==> config.mk <==
export PLATFORM = sky130hd
export DESIGN_NAME = cp0_ex_ctrl
export DESIGN_NICKNAME = d
export VERILOG_FILES = /design/src/rtl/cp0_ex_ctrl.sv
export SDC_FILE = /design/constraint.sdc
export NUM_CORES = 1
export LEC_CHECK = 0
export ABC_CLOCK_PERIOD_IN_PS = 2850
export CORE_MARGIN = 2
export CORE_UTILIZATION = 37
export DETAILED_ROUTE_END_ITERATION = 10
export GPL_TIMING_DRIVEN = 0
export PLACE_DENSITY_LB_ADDON = 0.05
export SYNTH_ARGS = -nofsm -noshare
export SYNTH_HDL_FRONTEND = slang
export SYNTH_SLANG_ARGS = --single-unit
==> constraint.sdc <==
create_clock -name clk -period 2.85 [get_ports clk]
set_input_delay 0.57 -clock clk [delete_from_list [all_inputs] [get_ports clk]]
set_output_delay 0.57 -clock clk [all_outputs]
set_load 0.02 [all_outputs]
==> src/rtl/cp0_ex_ctrl.sv <==
// Exception/ERET commit controller at WB: picks the committing instruction's exception,
// pulses CP0, flushes the pipeline and holds commits until fetch accepts the redirect.
module cp0_ex_ctrl #(
   parameter logic [31:0] EX_VECTOR = 32'hBFC00380,
   parameter int          INT_SYNC  = 2
) (
   input  logic        clk,
   input  logic        reset,
   input  logic        wb_valid,
   output logic        wb_allowin,
   input  logic [31:0] wb_pc,
   input  logic        wb_bd,
   input  logic [6:0]  wb_ex_vec,
   input  logic        wb_eret,
   input  logic [5:0]  hw_int,
   input  logic [1:0]  sw_int,
   input  logic        cp0_status_ie,
   input  logic        cp0_status_exl,
   input  logic [7:0]  cp0_status_im,
   input  logic [31:0] cp0_epc,
   output logic        cp0_ex,
   output logic        cp0_eret,
   output logic        cp0_bd,
   output logic [4:0]  cp0_excode,
   output logic [31:0] cp0_wdata,
   output logic [7:0]  cp0_ip,
   output logic        flush,
   output logic        redirect_valid,
   output logic [31:0] redirect_pc,
   input  logic        redirect_ready,
   output logic [1:0]  dbg_state
);

   localparam logic [1:0] IDLE  = 2'd0;
   localparam logic [1:0] FLUSH = 2'd1;
   localparam logic [1:0] REDIR = 2'd2;

   // Handshake: redirect_valid rises in REDIR and, with redirect_pc, stays stable until
   // the cycle redirect_valid & redirect_ready, which completes the transfer.

   logic [1:0]  state;
   logic [5:0]  sync_q [INT_SYNC];
   logic        int_pend;
   logic        trig_ex;
   logic        trig_eret;
   logic [4:0]  excode_sel;
   logic        cap_eret;
   logic        cap_bd;
   logic [4:0]  cap_excode;
   logic [31:0] cap_pc;
   logic [31:0] cap_target;

   always_ff @(posedge clk) begin
      if (reset) begin
         for (int i = 0; i < INT_SYNC; i++) sync_q[i] <= 6'd0;
      end else begin
         sync_q[0] <= hw_int;
         for (int i = 1; i < INT_SYNC; i++) sync_q[i] <= sync_q[i-1];
      end
   end

   assign cp0_ip   = {sync_q[INT_SYNC-1], sw_int};
   assign int_pend = cp0_status_ie & ~cp0_status_exl & (|(cp0_ip & cp0_status_im));

   assign trig_ex   = wb_valid & (int_pend | (|wb_ex_vec));
   assign trig_eret = wb_valid & wb_eret & ~trig_ex;

   // Interrupt outranks every synchronous cause of the committing instruction.
   always_comb begin
      excode_sel = 5'h00;
      if (int_pend)          excode_sel = 5'h00;
      else if (wb_ex_vec[6]) excode_sel = 5'h04;
      else if (wb_ex_vec[5]) excode_sel = 5'h0A;
      else if (wb_ex_vec[4]) excode_sel = 5'h0C;
      else if (wb_ex_vec[3]) excode_sel = 5'h08;
      else if (wb_ex_vec[2]) excode_sel = 5'h09;
      else if (wb_ex_vec[1]) excode_sel = 5'h04;
      else if (wb_ex_vec[0]) excode_sel = 5'h05;
   end

   always_ff @(posedge clk) begin
      if (reset) begin
         state      <= IDLE;
         cap_eret   <= 1'b0;
         cap_bd     <= 1'b0;
         cap_excode <= 5'd0;
         cap_pc     <= 32'd0;
         cap_target <= 32'd0;
      end else begin
         case (state)
            IDLE: begin
               if (trig_ex || trig_eret) begin
                  state      <= FLUSH;
                  cap_eret   <= trig_eret;
                  cap_bd     <= wb_bd;
                  cap_excode <= trig_ex ? excode_sel : 5'd0;
                  cap_pc     <= wb_pc;
                  cap_target <= trig_ex ? EX_VECTOR : cp0_epc;
               end
            end
            FLUSH:   state <= REDIR;
            REDIR:   if (redirect_ready) state <= IDLE;
            default: state <= IDLE;
         endcase
      end
   end

   assign wb_allowin     = (state == IDLE);
   assign flush          = (state == FLUSH);
   assign cp0_ex         = (state == FLUSH) & ~cap_eret;
   assign cp0_eret       = (state == FLUSH) & cap_eret;
   assign cp0_bd         = cap_bd;
   assign cp0_excode     = cap_excode;
   assign cp0_wdata      = cap_pc;
   assign redirect_valid = (state == REDIR);
   assign redirect_pc    = cap_target;
   assign dbg_state      = state;

endmodule

Yosys cells after proc, flatten, opt, wreduce, memory -nomap -nowiden
Memories as Yosys holds them, arrays and structs flattened.
Cells that the tools add are included.

storage, ports and cells
  register bits = 73
  bits in latches = 0
  RAM bits = 12
  ROM bits = 0
  input bits = 95
  output and inout bits = 85
  word-level logic and storage cells = 49
  memories = 1

operators by class
  add/sub/neg operators = 0
  multipliers = 0
  divide/modulo/power cells = 0
  $lt $le $gt $ge = 0
  eq/ne operators = 4
  shift operators = 0
  multiplexer cells = 18
  bitwise gates (word level) = 14
  reductions and logical operators = 6

memory list
  memory  depth  bits a word  rd ports  clocked after Yosys merged registers in  wr ports  RTL line  text
  sync_q  2      6            2         0                                        2         42        logic [5:0] sync_q [INT_SYNC];

operators with widths
  operator            number
  $mux 32             1
  $mux 4              6
  $mux 6              2
  $and 8x8->8         1
  $reduce_or 8->1     1
  $and 1x1->1         7
  $reduce_or 7->1     1
  $mux 3              2
  $pmux 2 s3          1
  $mux 5              1
  $mux 2              2
  $ne 2x1->1 const B  2
  $reduce_and 2->1    2
  $mux 1              3
  $not 1->1           3
  $or 1x1->1          3
  $eq 2x1->1 const B  1
  $eq 2x2->1 const B  1
  $logic_not 2->1     1
  $logic_or 1x1->1    1

Longest topological paths before layout
Gate-level depths: netlist of run 1.
An unclocked memory read counts as a cell.

  word-level depth = 11
  mapped depth = 7
  gate-level depth less buffers = 4

Worst setup path after synthesis of run 1
No wires, ideal clock.

  kind = input port to flip-flop
  start point = in wb_ex_vec[2]
  end point = reg cap_target[22], in the netlist redirect_pc[22]
  arrival time = 2.028 ns
  data required time = 2.731 ns
  slack = 0.703 ns
  stages on the path = 6
  buffers on the path = 2
  path through = or4_1 -> buf_2 -> nor3_2 -> a21oi_1 -> buf_6 -> o221a_2

between the ends
  word-level cells in the longest chain between the ends = 7
  elaborated cells on any way between the ends = 8

ends and longest elaborated chain
  what                               RTL line  text
  start, declared                    13        input logic [6:0] wb_ex_vec,
  $reduce_or 7->1 *                  65        assign trig_ex = wb_valid & (int_pend | (|wb_ex_vec));
  $or 1x1->1 *                       65
  $and 1x1->1 *                      65
  $not 1->1                          66        assign trig_eret = wb_valid & wb_eret & ~trig_ex;
  $and 1x1->1                        66
  $logic_or 1x1->1                   92        if (trig_ex || trig_eret) begin
  $reduce_and 2->1 (no source line)  -
  end signal, assigned               98        cap_target <= trig_ex ? EX_VECTOR : cp0_epc;
  end, declared                      51        logic [31:0] cap_target;

Every way passes the cells marked *; elsewhere a longest branch is shown, timed or not.
A chain may end at the register's enable or synchronous reset.

Worst setup path after layout of run 1
  start point = in sw_int[1]
  end point = reg cap_target[25], in the netlist redirect_pc[25]

between the ends
  word-level cells in the longest chain between the ends = 9
  elaborated cells on any way between the ends = 10

ends and longest elaborated chain
  what                               RTL line  text
  start, declared                    16        input logic [1:0] sw_int,
  $and 8x8->8 *                      63        assign int_pend = cp0_status_ie & ~cp0_status_exl & (|(cp0_ip & cp0_status_im));
  $reduce_or 8->1 *                  63
  $and 1x1->1 *                      63
  $or 1x1->1 *                       65
  $and 1x1->1 *                      65
  $not 1->1                          66
  $and 1x1->1                        66
  $logic_or 1x1->1                   92
  $reduce_and 2->1 (no source line)  -

Marks and branches as above.

==> flow_metrics.env, run 1 <==
export IMPL_outcome="complete, no violations"
export IMPL_numCtsBuffers=9
export IMPL_core_area_um2=8593
export IMPL_cp_end_kind="flip-flop"
export IMPL_fmax_mhz=394.2
export IMPL_ys_flop_type="dfxtp_1"
export IMPL_grt_first_pass_wirelength_mm=14.37
export IMPL_path_cells="clkdlybuf4s50_1 -> a22o_1 -> o41ai_4 -> nand4_1 -> clkbuf_1 -> o221a_2"
export IMPL_seq_area_um2=1682
export IMPL_nets=601
export IMPL_synth_cells=317
export IMPL_drtPass1Iterations=4
export IMPL_final_setup_worst_slack_ns=0.3129
export IMPL_ys_ff_latch=84
export IMPL_holdPathStages=1
export IMPL_netlist_area_um2=3222
export IMPL_ys_types=32
export IMPL_grt_usage=0.1852
export IMPL_p_leak_nw=1.992
export IMPL_p_total_mw=2.654
export IMPL_area_growth_syn_to_layout_pct=65.83
export IMPL_postRouteAntennaNets=0
export IMPL_rr_worst_depth=5
export IMPL_multiInputGateArea_um2=1236
export IMPL_cts_buffer_depth=2
export IMPL_use_met2=0.3152
export IMPL_use_met3=0.06835
export IMPL_rsz0062_at_grt="false"
export IMPL_slowest_stage="o41ai_4"
export IMPL_ctsHtreeMaxLevel=3
export IMPL_cts_sinks=84
export IMPL_async_flop_share=0
export IMPL_r2r_end="redirect_pc[25]"
export IMPL_via_per_inst=4.756
export IMPL_io_pins=180
export IMPL_period_minus_slack_ns=2.537
export IMPL_hold_buffers=0
export IMPL_syn_num_nets=412
export IMPL_min_to="sync_q[0][8]"
export IMPL_grt_pass1_vias=2958
export IMPL_drc=0
export IMPL_maxSlewViolCount=0
export IMPL_ir_drop_v=0.0003072
export IMPL_ff2ff_setup_slack_ns=0.64
export IMPL_start_util=0.3749
export IMPL_die_area_um2=9470
export IMPL_synth_edf_count=0
export IMPL_crit_arrival_ns=2.77
export IMPL_hold_path_class="reg2reg"
export IMPL_fillers=741
export IMPL_gr_max_usage_layer="met2"
export IMPL_root_buffer="clkbuf_8"
export IMPL_dpl_cell_count=603
export IMPL_grt_overflow=0
export IMPL_dp_hpwl_mm=6.714
export IMPL_syn_avg_cell_area_um2=10.16
export IMPL_critical_path_max_stage_delay_ns=0.66
export IMPL_worst_pin_slew_ns=0.6504
export IMPL_worst_setup_path_type="in2reg"
export IMPL_die_w_um=97.32
export IMPL_cp_top_family="compound AO/OA/AOI/OAI gates"
export IMPL_setup_viol=0
export IMPL_fp_dieH_um=97.32
export IMPL_cts_tree="yes"
export IMPL_placementRows=34
export IMPL_cts_setup_buffers=0
export IMPL_cap_violations=0
export IMPL_pre_cts_ws_ns=-0.02848
export IMPL_hold_start="sync_q[0][2]"
export IMPL_grt_use_met1=0.2228
export IMPL_period_share=0.8902
export IMPL_crit_fanout=10
export IMPL_cts_resized=0
export IMPL_r2r_start="sync_q[0][6]"
export IMPL_globalplace_congestion=0.7874
export IMPL_clock_latency_ns=0.35
export IMPL_ys_seq_area_frac=0.5219
export IMPL_io_buffers=178
export IMPL_antenna_found_initial=0
export IMPL_grt_max_degree=14
export IMPL_drt_iter0_markers=56
export IMPL_start_kind="primary input"
export IMPL_wl_mm=8.800
export IMPL_final_cells=619
export IMPL_path_depth=6
export IMPL_powerDensity_nw_per_um2=496.7
export IMPL_slew_headroom=0.5649
export IMPL_holdWs_ns=0.4366
export IMPL_path_clk_slew_ns=0.08
export IMPL_required_ns=3.08
export IMPL_crit_buf_inv=2
export IMPL_num_vias=2944
export IMPL_diodes=0
export IMPL_yosys_warnings=0
export IMPL_layout_drive_gt1_share=0.09785
export IMPL_routedWlPerCell_um=14.22
export IMPL_skew_ns=0.01043
export IMPL_finalHoldViolations=0
==> layer usage <==
metal / vias to the layer above / wire length (um) / share of wire
met3: 9 / 617 / 0.070
met4: 0 / 101 / 0.011
met2: 105 / 4314 / 0.49
met1: 1346 / 3767 / 0.43
li1: 1484 / - / -
met5: - / 0 / 0
==> flip-flops by register name (all words and copies together), names as in the netlist <==
name / count
sync_q: 12
redirect_pc: 32
cp0_excode: 4
cp0_wdata: 32
cap_eret: 1
dbg_state: 2
cp0_bd: 1
==> synthesized netlist by cell type (2+ instances only) <==
| cell type | number | area [um^2] |
|---|---|---|
| a32o_1 | 3 | 30.03 |
| buf_2 | 3 | 15.01 |
| a21o_1 | 2 | 15.01 |
| nor4_1 | 5 | 31.28 |
| o21ai_0 | 20 | 100.1 |
| nor4b_1 | 2 | 17.52 |
| clkbuf_1 | 11 | 41.29 |
| a22o_1 | 37 | 324.1 |
| dfxtp_1 | 84 | 1682 |
| nor2b_1 | 47 | 294.0 |
| a21oi_1 | 5 | 25.02 |
| nand3_1 | 21 | 105.1 |
| and2_1 | 2 | 12.51 |
| nand2_1 | 2 | 7.510 |
| nor2_1 | 5 | 18.77 |
| nand2b_1 | 2 | 12.51 |
| o221a_2 | 12 | 135.1 |
| buf_6 | 7 | 78.83 |
| inv_1 | 25 | 93.84 |
| buf_4 | 10 | 75.07 |
==> area by class of cell <==
cell class,count,share of cell area
Timing Repair Buffer,178,0.3335
Sequential cell,84,0.3148
Multi-Input combinational cell,177,0.2314
Buffer,31,0.03934
Clock buffer,13,0.02974
Tap cell,108,0.02529
Inverter,25,0.01756
Clock inverter,3,0.008431
==> cell families (layout without fill, tap and decap cells) <==
family / after synthesis / count (layout) / share of synthesized area
flip-flops: 84 / 84 / 0.5219
AO/OA/AOI/OAI: 84 / 84 / 0.2136
buffers and inverters: 56 / 250 / 0.09437
other: 1 / 1 / 0.001164
AND/OR/NAND/NOR: 92 / 92 / 0.1689
==> power by group <==
part           total (mW)  internal (mW)  switching, mW
Clock               0.860          0.454          0.406
Sequential           1.26           1.23         0.0304
Combinational       0.529          0.308          0.221
==> cells in the final DEF (no fill, tap or decap), types with 2 or more instances in the layout <==
| master | synthesis | layout |
|---|---|---|
| a22o_1 | 37 | 37 |
| buf_6 | 7 | 7 |
| clkinvlp_4 | 0 | 2 |
| nand3_1 | 21 | 21 |
| buf_2 | 3 | 3 |
| a32o_1 | 3 | 3 |
| a21oi_1 | 5 | 5 |
| a21o_1 | 2 | 2 |
| clkbuf_8 | 0 | 11 |
| nand2_1 | 2 | 2 |
| o221a_2 | 12 | 12 |
| o21ai_0 | 20 | 20 |
| nor4_1 | 5 | 5 |
| clkbuf_1 | 11 | 13 |
| nand2b_1 | 2 | 2 |
| clkdlybuf4s50_1 | 0 | 178 |
| inv_1 | 25 | 25 |
| nor2b_1 | 47 | 47 |
| buf_4 | 10 | 10 |
| and2_1 | 2 | 2 |
| nor2_1 | 5 | 5 |
| dfxtp_1 | 84 | 84 |
| nor4b_1 | 2 | 2 |
==> per-stage QoR <==
| step | util | setup TNS (ns) | area, um^2 |
|---|---|---|---|
| after floorplan | - | 0 | 3222 |
| after global placement | 0.5980 | -0.1860 | 5139 |
| final | 0.6217 | 0 | 5343 |
| after detailed placement | 0.5980 | -0.1484 | 5139 |
| after global routing | 0.6217 | 0 | 5343 |
| after CTS | 0.6217 | 0 | 5343 |
==> worst register-to-register path, cell delays in order (launching register included) <==
cell and delay, ns:
dfxtp_1 0.32, a22o_1 0.27, o41ai_4 0.68, nand4_1 0.26, clkbuf_1 0.27, o221a_2 0.31
==> worst max path at each step <==
stage | startpoint | slack (ns) | end
floorplan | wb_ex_vec[2] | 0.70 | redirect_pc[22]
global placement | sw_int[1] | -0.02 | redirect_pc[8]
detailed placement | sw_int[1] | -0.03 | redirect_pc[25]
CTS | sw_int[1] | 0.34 | redirect_pc[25]
global route | sw_int[1] | 0.17 | redirect_pc[9]
finish | sw_int[1] | 0.31 | redirect_pc[25]
Power figures use the tool's default switching activity.
==> run 2, diff against run 1 <==
--- a/config.mk
+++ b/config.mk
@@ -6,6 +6,7 @@
 export NUM_CORES = 1
 export LEC_CHECK = 0
 export ABC_CLOCK_PERIOD_IN_PS = 2850
+export CORE_ASPECT_RATIO = 1.1
 export CORE_MARGIN = 2
 export CORE_UTILIZATION = 37
 export DETAILED_ROUTE_END_ITERATION = 10
==> flow_metrics.env, run 2 (synthesis results as in run 1) <==
export IMPL_intPower_mw=1.880
export IMPL_wl_mm=8.901
export IMPL_fillers=743
export IMPL_comb_power_share=0.208
export IMPL_ctsHtreeMaxLevel=3
export IMPL_start_util=0.3832
export IMPL_via_per_inst=4.748
export IMPL_crit_arrival_ns=2.76
export IMPL_slew_headroom=0.5758
export IMPL_layout_drive_gt1_share=0.09785
export IMPL_core_area_um2=8408
export IMPL_crit_fanout=10
export IMPL_cp_end_kind="flip-flop"
export IMPL_cts_setup_buffers=0
export IMPL_maxSlewViolCount=0
export IMPL_ir_drop_v=0.0002677
export IMPL_cts_tree="yes"
export IMPL_multiInputGateArea_um2=1236
export IMPL_worst_pin_slew_ns=0.6341
export IMPL_cap_violations=0
export IMPL_setup_viol=0
export IMPL_rsz0062_at_grt="false"
export IMPL_grt_max_degree=14
export IMPL_cts_resized=0
export IMPL_skew_ns=0.01043
export IMPL_drc=0
export IMPL_period_share=0.8868
export IMPL_p_leak_nw=1.978
export IMPL_drt_iter0_markers=91
export IMPL_start_kind="primary input"
export IMPL_switchingPower_mw=0.6554
export IMPL_hold_path_class="reg2reg"
export IMPL_drtPass1Iterations=4
export IMPL_die_area_um2=9471
export IMPL_finalHoldViolations=0
export IMPL_placementRows=35
export IMPL_fp_dieH_um=101.9
export IMPL_final_common_cell="clkdlybuf4s50_1"
export IMPL_clock_latency_ns=0.34
export IMPL_final_setup_worst_slack_ns=0.3228
export IMPL_worst_setup_path_type="in2reg"
export IMPL_area_growth_syn_to_layout_pct=64.89
export IMPL_required_ns=3.08
export IMPL_globalplace_congestion=0.7674
export IMPL_p_clk_frac=0.293
export IMPL_grt_overflow=0
export IMPL_grt_pass1_vias=2859
export IMPL_final_cell_mix="clkdlybuf4s50_1 (178), dfxtp_1 (84), nor2b_1 (47)"
export IMPL_dp_hpwl_mm=6.683
export IMPL_hold_buffers=0
export IMPL_postRouteAntennaNets=0
export IMPL_seq_area_um2=1682
export IMPL_cts_buffer_depth=2
export IMPL_path_clk_slew_ns=0.08
export IMPL_utilization=0.6318
export IMPL_routedWlPerCell_um=14.31
export IMPL_antenna_found_initial=0
export IMPL_io_buffers=178
export IMPL_placed_area_um2=5142
export IMPL_root_buffer="clkbuf_8"
export IMPL_nets=601
export IMPL_outcome="complete, no violations"
export IMPL_fmax_mhz=395.7
export IMPL_seq_power_share=0.499
export IMPL_pre_cts_ws_ns=-0.02763
export IMPL_diodes=0
export IMPL_grt_first_pass_wirelength_mm=13.82
export IMPL_powerDensity_nw_per_um2=477.3
export IMPL_period_minus_slack_ns=2.527
export IMPL_numCtsBuffers=9
export IMPL_io_pins=180
export IMPL_p_sw_frac=0.2584
export IMPL_die_w_um=92.97
export IMPL_stdcell_area_um2=5313
export IMPL_num_vias=2953
export IMPL_cts_sinks=84
export IMPL_grt_usage=0.1851
==> run 2: power groups by stage <==
stage,Clock [mW],Sequential (mW),Combinational (mW)
4_1_cts,0.773,1.26,0.535
3_5_place_dp,0,1.29,0.531
2_1_floorplan,0,1.35,0.175
3_3_place_gp,0,1.29,0.527
6_report,0.743,1.26,0.528
5_1_grt,0.816,1.27,0.564
==> run 2: critical path, stage by stage <==
cell             delay [ns]
clkdlybuf4s50_1        0.42
a22o_1                 0.28
o41ai_4                0.65
nand4_1                0.26
clkbuf_1               0.28
o221a_2                0.31
==> run 2: metal layers <==
layer	track usage	vias up	share of wire
met5	0	-	0
met4	0.07014	0	0.012
met3	0.05088	11	0.073
met2	0.3122	103	0.48
met1	0.2274	1355	0.44
li1	-	1484	-
==> run 2: per-stage QoR <==
stage	total power, mW	TNS [ns]	std cells	hold slack, ns
3_5_place_dp	1.822	-0.1704	606	0.4247
6_report	2.536	0	622	0.4389
5_1_grt	2.653	0	622	0.4574
4_1_cts	2.572	0	622	0.4445
3_3_place_gp	1.817	-0.1434	606	0.4158
2_1_floorplan	1.528	0	317	0.4138
==> run 2: final timing paths <==
path                startpoint              end  slack, ns  cells after the start
hold / removal    sync_q[0][5]    sync_q[0][11]       0.44                      1
setup / recovery     sw_int[1]  redirect_pc[24]       0.32                      6
setup reg to reg  sync_q[0][6]  redirect_pc[24]       0.65                      5
hold reg to reg   sync_q[0][5]    sync_q[0][11]       0.44                      1
==> run 2: final cells by class <==
class,count,share of cell area
repair buffers,178,0.3354
flip-flops and latches,84,0.3165
multi-input cells,177,0.2327
plain buffers,31,0.03957
clock buffers,12,0.02732
well taps,111,0.02614
inverters,25,0.01766
clock inverters,4,0.004710
